**config.mk**
```make
export PLATFORM = sky130hd
export DESIGN_NAME = secuenciador_movimiento
export DESIGN_NICKNAME = d
export VERILOG_FILES = /design/src/rtl/secuenciador_movimiento.sv
export SDC_FILE = /design/constraint.sdc
export NUM_CORES = 1
export LEC_CHECK = 0
export CORE_MARGIN = 4
export CORE_UTILIZATION = 54
export CTS_CLUSTER_DIAMETER = 50
export DETAILED_ROUTE_END_ITERATION = 7
export GPL_TIMING_DRIVEN = 0
export PLACE_DENSITY = 0.82
export SLEW_MARGIN = 25
export SYNTH_ARGS = -nofsm -noshare
export SYNTH_HDL_FRONTEND = slang
export SYNTH_SLANG_ARGS = --single-unit
export TNS_END_PERCENT = 20
```
**constraint.sdc**
```tcl
create_clock -name clk -period 6.1 [get_ports clk]
set_input_delay 0.61 -clock clk [delete_from_list [all_inputs] [get_ports clk]]
set_output_delay 0.61 -clock clk [all_outputs]
set_load 0.005 [all_outputs]
```
**src/rtl/secuenciador_movimiento.sv**
```systemverilog
`default_nettype none
// ============================================================================
// Module   : secuenciador_movimiento
// Purpose  : Timed motion-command sequencer feeding the H-bridge driver; holds
//            a movement code for a ms-exact duration, then enforces dead-time.
// Revision : 1.0 - initial release
// ============================================================================
module secuenciador_movimiento #(
   parameter int CLK_PER_MS = 100000,
   parameter int DUR_W      = 16,
   parameter int DEAD_MS    = 20
) (
   input  logic             clk,
   input  logic             rst_n,
   input  logic             start,
   input  logic [2:0]       cmd,
   input  logic [DUR_W-1:0] duracion,
   input  logic             abort,
   output logic [2:0]       movimiento,
   output logic             busy,
   output logic             done,
   output logic             aborted,
   output logic             err,
   output logic [DUR_W-1:0] ms_restantes
);

   localparam int               PW        = (CLK_PER_MS > 1) ? $clog2(CLK_PER_MS) : 1;
   localparam logic [PW-1:0]    PRESC_MAX = PW'(CLK_PER_MS - 1);
   localparam logic [DUR_W-1:0] DEAD_LOAD = DUR_W'(DEAD_MS);
   localparam logic [DUR_W-1:0] MS_ONE    = DUR_W'(1);
   localparam logic [2:0]       MOV_P     = 3'd0;
   localparam logic [2:0]       CMD_MAX   = 3'd4;

   typedef enum logic [1:0] {
      S_IDLE = 2'd0,
      S_RUN  = 2'd1,
      S_DEAD = 2'd2
   } state_t;

   state_t           state_q, state_d;
   logic [PW-1:0]    presc_q, presc_d;
   logic [DUR_W-1:0] ms_q, ms_d;
   logic [2:0]       mov_q, mov_d;
   logic             busy_q, busy_d;
   logic             done_q, done_d;
   logic             aborted_q, aborted_d;
   logic             err_q, err_d;
   logic             supp_q, supp_d;
   logic             tick;

   assign tick = (presc_q == PRESC_MAX);

   always_comb begin
      state_d   = state_q;
      presc_d   = tick ? '0 : presc_q + 1'b1;
      ms_d      = ms_q;
      mov_d     = mov_q;
      busy_d    = busy_q;
      done_d    = 1'b0;
      aborted_d = 1'b0;
      err_d     = 1'b0;
      supp_d    = supp_q;

      case (state_q)
         S_IDLE: begin
            presc_d = '0;
            if (start) begin
               if (cmd > CMD_MAX) begin
                  err_d = 1'b1;
               end else if (duracion != '0) begin
                  state_d = S_RUN;
                  mov_d   = cmd;
                  ms_d    = duracion;
                  busy_d  = 1'b1;
                  supp_d  = 1'b0;
               end else begin
                  state_d = S_DEAD;
                  mov_d   = MOV_P;
                  ms_d    = DEAD_LOAD;
                  busy_d  = 1'b1;
                  supp_d  = 1'b0;
               end
            end
         end
         S_RUN: begin
            // Abort has priority over a coincident terminal tick.
            if (abort) begin
               state_d   = S_DEAD;
               presc_d   = '0;
               mov_d     = MOV_P;
               ms_d      = DEAD_LOAD;
               aborted_d = 1'b1;
               supp_d    = 1'b1;
            end else if (tick) begin
               if (ms_q == MS_ONE) begin
                  state_d = S_DEAD;
                  mov_d   = MOV_P;
                  ms_d    = DEAD_LOAD;
               end else begin
                  ms_d = ms_q - 1'b1;
               end
            end
         end
         S_DEAD: begin
            if (tick) begin
               if (ms_q == MS_ONE) begin
                  state_d = S_IDLE;
                  ms_d    = '0;
                  busy_d  = 1'b0;
                  done_d  = ~supp_q;
               end else begin
                  ms_d = ms_q - 1'b1;
               end
            end
         end
         default: begin
            state_d = S_IDLE;
            presc_d = '0;
            ms_d    = '0;
            mov_d   = MOV_P;
            busy_d  = 1'b0;
         end
      endcase
   end

   always_ff @(posedge clk or negedge rst_n) begin
      if (!rst_n) begin
         state_q   <= S_IDLE;
         presc_q   <= '0;
         ms_q      <= '0;
         mov_q     <= MOV_P;
         busy_q    <= 1'b0;
         done_q    <= 1'b0;
         aborted_q <= 1'b0;
         err_q     <= 1'b0;
         supp_q    <= 1'b0;
      end else begin
         state_q   <= state_d;
         presc_q   <= presc_d;
         ms_q      <= ms_d;
         mov_q     <= mov_d;
         busy_q    <= busy_d;
         done_q    <= done_d;
         aborted_q <= aborted_d;
         err_q     <= err_d;
         supp_q    <= supp_d;
      end
   end

   assign movimiento   = mov_q;
   assign busy         = busy_q;
   assign done         = done_q;
   assign aborted      = aborted_q;
   assign err          = err_q;
   assign ms_restantes = ms_q;

endmodule
`default_nettype wire

```
== After elaboration in Yosys (flattened, before gate mapping) ==
Cells that the tools add are included.

* Bits in registers: 43
* Bits of input ports: 23
* Output and inout port bits: 23
* Logic and storage cells: 79

* Add/subtract/negate cells: 2
* Order comparisons: 1
* Eq/ne operators: 11
* Multiplexer cells: 45
* Bitwise gates (word level): 3
* Reductions and logical operators: 8

{| class="wikitable"
|+ Operators by type and width
! cell !! count
|-
| $mux W16 || 8
|-
| $pmux W16 S3 || 1
|-
| $mux W17 || 2
|-
| $pmux W17 S2 || 1
|-
| $mux W3 || 6
|-
| $add A17 B1 Y17 const B || 1
|-
| $eq A17 B17 Y1 const B || 1
|-
| $eq A16 B1 Y1 const B || 1
|-
| $mux W2 || 8
|-
| $reduce_bool A16 Y1 || 1
|-
| $sub A16 B1 Y16 const B || 1
|-
| $mux W1 || 15
|-
| $ne A2 B2 Y1 const B || 5
|-
| $reduce_and A5 Y1 || 2
|-
| $pmux W3 S3 || 1
|-
| $reduce_and A4 Y1 || 2
|-
| $ne A3 B3 Y1 const B || 2
|-
| $pmux W2 S3 || 1
|-
| $reduce_and A6 Y1 || 1
|-
| $gt A3 B3 Y1 const B || 1
|-
| $not A1 Y1 || 3
|-
| $pmux W1 S3 || 1
|-
| $eq A2 B1 Y1 const B || 1
|-
| $eq A2 B2 Y1 const B || 1
|-
| other kinds (3) || 3
|}

== Logic depth before layout (Yosys ltp) ==
Gate-level depths: netlist (run 1).

* Depth after elaboration: 5
* Gate-level depth with buffers: 9
* Mapped depth without buffers: 7

== Least setup slack after synthesis (run 1) ==
OpenSTA, ideal clock, no wires.

* Path kind: reg-to-reg
* Start: register ms_q[9], in the netlist ms_restantes[9]
* End: register ms_q[13], in the netlist ms_restantes[13]
* Library setup time: 138 ps
* Data arrival time: 2,158 ps
* Data required time: 5,962 ps
* Slack: 3,804 ps
* Cell stages (with the launch flop): 7
* Buffers on the path: 1
* Clock period less this slack: 2,296 ps
* Cells stage by stage: dfrtp_1 > or4_1 > clkbuf_1 > or4b_1 > or3_1 > a21oi_1 > o22ai_1

* Cells in the longest elaborated chain, start to end: 5
* Elaborated cells between the ends (all ways): 8
* Those cells by class: add/sub: 1; eq/ne: 1; mux: 6

{| class="wikitable"
|+ RTL lines
! element !! RTL line !! source
|-
| from (decl) || 42 || <nowiki>logic [DUR_W-1:0] ms_q, ms_d;</nowiki>
|-
| from (signal assigned) || 140 || <nowiki>ms_q <= ms_d;</nowiki>
|-
| $sub A16 B1 Y16 or $eq A16 B1 Y1 (tied branches) || -- ||
|-
| $mux W16 || 95 || <nowiki>if (ms_q == MS_ONE) begin</nowiki>
|-
| $mux W16 || 94 || <nowiki>end else if (tick) begin</nowiki>
|-
| $mux W16 || 87 || <nowiki>if (abort) begin</nowiki>
|-
| $pmux W16 S3 (*) || 64 || <nowiki>case (state_q)</nowiki>
|}

Every way passes the cells marked *; elsewhere a longest branch is shown, timed or not. The select of a mux whose other input is x is not followed.
A chain may end at the register's enable or synchronous reset.

== Worst setup path in the final report (run 1) ==
* Start: register state_q[1]
* End: register ms_q[9], in the netlist ms_restantes[9]

* Cells in the longest elaborated chain, start to end: 3
* Elaborated cells between the ends (all ways): 9
* Those cells by class: eq/ne: 6; mux: 1; reduce/logical: 2

{| class="wikitable"
|+ RTL lines
! element !! RTL line !! source
|-
| from (decl) || 40 || <nowiki>state_t state_q, state_d;</nowiki>
|-
| from (signal assigned) || 138 || <nowiki>state_q <= state_d;</nowiki>
|-
| $eq A2 B1 Y1, or another cell as far along || 64 ||
|-
| $ne A3 B3 Y1 (no source line) or $ne A2 B2 Y1 (tied branches) || -- ||
|-
| $reduce_and A4 Y1 (no source line) || -- ||
|}

Several ways; a longest one is shown, not always the timed one.

==> out/summary.txt, run 1 <==
Total Die Area = 0.005704 sq mm
Worst ir drop on vdd = 186.3 uV
Skew final = 0.005439 ns
Synth Area per Inst = 9.363 sq um
Share of layout cells above drive strength 1 = 5.994%
# nets final = 346
TritonRoute pass-1 iters = 4
Die X = 75.53 um
Crit path required time = 6.35 ns
Wire length on met2 = 3088 um
Critical Path AT = 3.02 ns
Later-pin clock latency in the skew report = 0.30 ns
CP Cell Sequence = inv_1 > ha_1 > nor2b_1 > nor2_1 > o21ai_0 > clkbuf_1 > clkbuf_1 > a22oi_1 > nand2_1
Via count = 2201
Critical path's slowest cell = clkbuf_1
Leak Pwr = 1.276 nW
Critical path's top delay family = buffers and inverters
Starting DRT DRC Count = 124
Max-slew headroom = 53.06%
First-pass GRT wire length = 9867 um
Most common cell in the synthesized netlist = dfrtp_1
CP peak stage delay = 0.45 ns
Total CTS buffers = 5
FF-to-FF End = ms_restantes[9]
Power, Total = 1.329 mW
Post-synthesis cell count = 263
Avg WL per Cell = 16.43 um
Synthesized cell area = 0.002462 sq mm
Post-route DRC = 0
Initial antenna violation count = 0
Crit-path max FO = 10
CTS tree = built
Core ar. = 0.004384 sq mm
CP endpoint kind = register
Reg2Reg Depth = 9
Post-CTS Hold Buffers = 0
Gr usage total = 22.83%
Final Setup Violations = 0
Die Ht = 75.53 um
Routed Antenna Nets = 0
Register bit count reported by yosys = 43
Area Growth Syn to Fin = 26.12%
Synth cell count leaders = 43 x dfrtp_1, 32 x nor2_1, 23 x nand2_1, 13 x inv_1
Post-synth EDFFs = 0
Max cap viols = 0
Post-route minimum period = 2.773 ns
Initial core utilization = 56.16%
Clk slew on worst S/H paths = 0.08 ns
Worst hold path type = input port to async pin
FFs w/ async S/R, synth = 100.0%
Netlist cell types = 48
Final hold vios = 0
Worst r2r src = state_q[1]
Tcrit/Tclk final = 45.46%
Least-Margin Pin Slew = 0.6977 ns
Max Freq = 360.6 MHz
Top cell type's share of synthesized area = 43.70%
CTS max path bufs = 2
H-Tree Depth = 2
ANT cells = 0
Postcts setup bufs = 0
Via density = 5.965
Synth top area cells = dfrtp_1 44%, nor2_1 4.9%, xor2_1 4.3%, ha_1 3.6%, xnor2_1 3.6%
IO Port Bufs = 45
Post-CTS Resized = 0
Vias in the first global route = 2082
Status = finished clean
Crit path buffers/inverters = 3
Ys Warns = 0
Syn nets = 293
Metal1 wirelength = 2515 um
Detailed placement HPWL = 4526 um
Highest metal used = met4
CTS sink cnt = 43
Unrepaired setup endpoints after global routing = false
Power Density = 427.9 mW/mm^2
Most common cell on crit path = clkbuf_1
I/O pin cnt = 46
Synth area leader = dfrtp_1
Setup_tns = 0 ns
Worst setup path category = register to register
Metal3 WL = 353 um
Largest net degree at the start of global routing = 30
R2r setup slk = 3.33 ns
Share of the yosys chip area belonging to registers = 43.70%
Dominant synthesized flop cell = dfrtp_1
WL final = 6061 um
GRT Residual Overflow = 0
Root buf cell = clkbuf_8
Crit start category = register
GPL Wtd Cong = 0.9125
Row count = 24
Number of max-slew violations in the final report = 0
power by group:
| part | total [mW] | switching (mW) | internal [mW] |
|---|---|---|---|
| clock | 0.221 | 0.0993 | 0.122 |
| sequential | 0.416 | 0.0678 | 0.349 |
| combinational | 0.691 | 0.388 | 0.303 |
registers in the layout, indices dropped and copies added, names as in the netlist, 2 cells and up:
signal        cells
state_q           2
presc_q          17
movimiento        3
ms_restantes     16
how the worst max path moves through the flow:
| stage | from | slack, ns | to | cells after the start |
|---|---|---|---|---|
| after detailed placement | abort | 3.18 | ms_restantes[9] | 8 |
| after global routing | state_q[1] | 3.09 | ms_restantes[9] | 9 |
| final | state_q[1] | 3.33 | ms_restantes[9] | 9 |
| after CTS | state_q[1] | 3.38 | ms_restantes[9] | 9 |
| after global placement | abort | 3.25 | ms_restantes[9] | 8 |
| after floorplan | ms_restantes[9] | 3.80 | ms_restantes[13] | 6 |
placed cells by master (no fill, tap or decap), drive strengths merged, types with 7 or more instances in the layout:
cell           netlist  final
clkdlybuf4s50        0     44
dfrtp               43     43
nor2                32     32
nand2               23     23
inv                 13     13
nor4                13     13
o21ai               13     13
xor2                12     12
clkbuf               7     12
nand3               11     11
a21oi               11     11
xnor2               10     10
a22oi                9      9
ha                   7      7
kinds of logic (layout without fill, tap and decap cells):
logic type	after synthesis	after routing	synth area share [%]
xor gates and xnor gates	22	22	7.825
and+or+nand+nor	113	113	24.95
adders and majority gates	7	7	3.557
muxes	5	5	2.134
AOI/OAI and AO/OA	53	53	14.79
buffers and inverters	20	74	3.049
DFF	43	43	43.70
layer usage:
layer	up-vias	GRT usage [%]
met5	-	0
met4	0	8.544
met3	13	4.222
met2	69	40.27
met1	1065	27.68
li1	1054	-
cell type report:
class	instances	area, sq um
Buffer	7	26.28
Tap cell	52	65.06
Clock buffer	5	68.82
Inverter	13	48.80
Timing Repair Buffer	46	465.4
Clock inverter	3	43.79
Multi-Input combinational cell	200	1311
Sequential cell	43	1076
Fill cell	340	1279
stage by stage:
stage	instances	setup slack (ns)	util [%]	hold slack, ns	cell area, sq um
floorplan	263	3.804	-	0.3144	2462
global placement	360	3.246	67.92	0.4460	2978
detailed placement	361	3.177	68.26	0.4592	2993
CTS	369	3.378	70.83	0.2262	3105
global route	369	3.088	70.83	0.2381	3105
finish	369	3.327	70.83	0.2108	3105
No activity file was read; power rests on OpenSTA's default activity.
==> run 2: changes to the inputs <==
Settings changed: CORE_UTILIZATION 54 to 52, PLACE_DENSITY 0.82 to 0.8.
Clock period 6.1 ns to 2.6 ns, I/O delays scaled along.
==> out/summary.txt, run 2 (synthesis gave the netlist of run 1 again) <==
Status = finished clean
Routed Antenna Nets = 0 (unchanged)
GRT Residual Overflow = 0 (unchanged)
Commonest non-fill, non-tap cells in the layout = 44 x clkdlybuf4s50_1, 43 x dfrtp_1, 32 x nor2_1
Initial antenna violation count = 0 (unchanged)
Crit-path max FO = 7 (-3)
CTS tree = built
CTS sink cnt = 43 (unchanged)
CP peak stage delay = 0.61 ns (+0.16 ns)
Wire length on met2 = 2848 um (-7.8%)
IO Port Bufs = 45 (unchanged)
Detailed placement HPWL = 4591 um (+1.4%)
Max Freq = 399.0 MHz (+11%)
Final Setup Violations = 0 (unchanged)
Unrepaired setup endpoints after global routing = true
H-Tree Depth = 2 (unchanged)
Die X = 76.82 um (+1.7%)
Post-route DRC = 0 (unchanged)
Worst hold path type = register to register
Total CTS buffers = 5 (unchanged)
Least-Margin Pin Slew = 0.8615 ns (+0.1638 ns)
Leak Pwr = 1.311 nW (+2.7%)
Area Growth Syn to Fin = 29.12%
Commonest non-fill, non-tap cell in the layout = clkdlybuf4s50_1
GPL Wtd Cong = 0.8652 (-5.2%)
Max reg flops = 17 (unchanged)
Max cap viols = 0 (unchanged)
Power Density = 1027 mW/mm^2 (+140%)
Worst setup path category = register to register
Power, Total = 3.264 mW (+150%)
Number of max-slew violations in the final report = 0 (unchanged)
Max-slew headroom = 42.04% (-11 points)
Clk slew on worst S/H paths = 0.08 ns (about the same)
Total Die Area = 0.005901 sq mm (+3.4%)
Via count = 2205 (+0.18%)
Crit start category = register
Share of layout cells above drive strength 1 = 8.125% (+2.1 points)
Tcrit/Tclk final = 96.40% (+51 points)
Die Ht = 76.82 um (+1.7%)
Biggest register = presc_q
Crit path required time = 2.81 ns (-3.54 ns)
Highest metal used = met4
Core ar. = 0.004474 sq mm (+2.1%)
Largest net degree at the start of global routing = 25 (-17%)
WL final = 6135 um (+1.2%)
Skew final = 0.005441 ns (+0.000002360 ns)
Root buf cell = clkbuf_8
Vias in the first global route = 2161 (+3.8%)
CP endpoint kind = register
Critical path's slowest cell = a2111oi_4
# nets final = 349 (+0.87%)
TritonRoute pass-1 iters = 4 (unchanged)
Avg WL per Cell = 16.49 um (+0.40%)
Worst ir drop on vdd = 598.7 uV (+220%)
Initial core utilization = 55.03% (-1.1 points)
ANT cells = 0 (unchanged)
I/O pin cnt = 46 (unchanged)
Later-pin clock latency in the skew report = 0.30 ns (about the same)
CTS max path bufs = 2 (unchanged)
Row count = 24 (unchanged)
Metal3 WL = 450 um (+27%)
First-pass GRT wire length = 10550 um (+6.9%)
Final hold vios = 0 (unchanged)
Starting DRT DRC Count = 192 (+55%)
Post-route minimum period = 2.506 ns (-0.2668 ns)
CP Cell Sequence = or4b_1 > or4_4 > a2111oi_4 > a22oi_1 > o31ai_1
Critical Path AT = 2.71 ns (-0.31 ns)
Metal1 wirelength = 2729 um (+8.5%)
Fin util = 71.06% (+0.22 points)
Via density = 5.927 (-0.63%)
Gr usage total = 22.36% (-0.47 points)
## run 2: stage by stage
step | std cells | hold WS (ns) | setup TNS [ns] | area [sq um] | worst slack (ns)
after floorplan | 263 | -0.03559 | 0 | 2462 | 0.3044
after global placement | 360 | 0.4648 | 0 | 2978 | 0.04455
after detailed placement | 361 | 0.3063 | -0.04714 | 3000 | -0.02866
after CTS | 370 | 0.4696 | 0 | 3144 | 0.04083
after global routing | 372 | 0.4941 | -0.01786 | 3179 | -0.01786
final | 372 | 0.4695 | 0 | 3179 | 0.09359
## run 2: area by class of cell
cell class	instances	area, sq um
buffer	7	28.78
clock buffer	6	72.57
clock inverter	2	60.06
fill	338	1295
inverter	13	48.80
multi-input combinational	200	1330
sequential	43	1076
tap	52	65.06
timing repair buffer	49	498.0
## run 2: metal layers
layer,track usage (%),up-vias
met1,31.23,1042
met4,8.514,0
li1,-,1065
met5,0,-
met2,33.89,87
met3,4.918,11
## run 2: report_power, final
part,internal [mW],switching (mW)
logic,0.740,0.931
clock network,0.384,0.234
registers,0.818,0.157
## run 2: timing repair
item / in CTS / in global routing
endpoints found under the setup margin: 4 / 14
endpoints found under the hold margin: 23 / 0
setup buffers: 0 / 2
pin swaps: 0 / 1
gates resized for setup: 1 / 6
hold buffers: 1 / 0
## run 2: critical path, delay by kind of cell, from the launching register on
kind	cells	cell delay, ns
flops	1	0.44
simple gates	2	1.10
compound gates	3	0.88
## run 2: path summary, 6_finish.rpt
| check | start | end | slack (ns) | depth (start not counted) |
|---|---|---|---|---|
| setup reg to reg | presc_q[12] | ms_restantes[1] | 0.09 | 5 |
| max in group asynchronous | rst_n | presc_q[6] | 1.59 | 3 |
| min in group asynchronous | rst_n | ms_restantes[3] | 0.50 | 2 |
| setup / recovery | presc_q[12] | ms_restantes[1] | 0.09 | 5 |
| hold / removal | supp_q | done | 0.47 | 1 |
| hold reg to reg | supp_q | done | 0.47 | 1 |
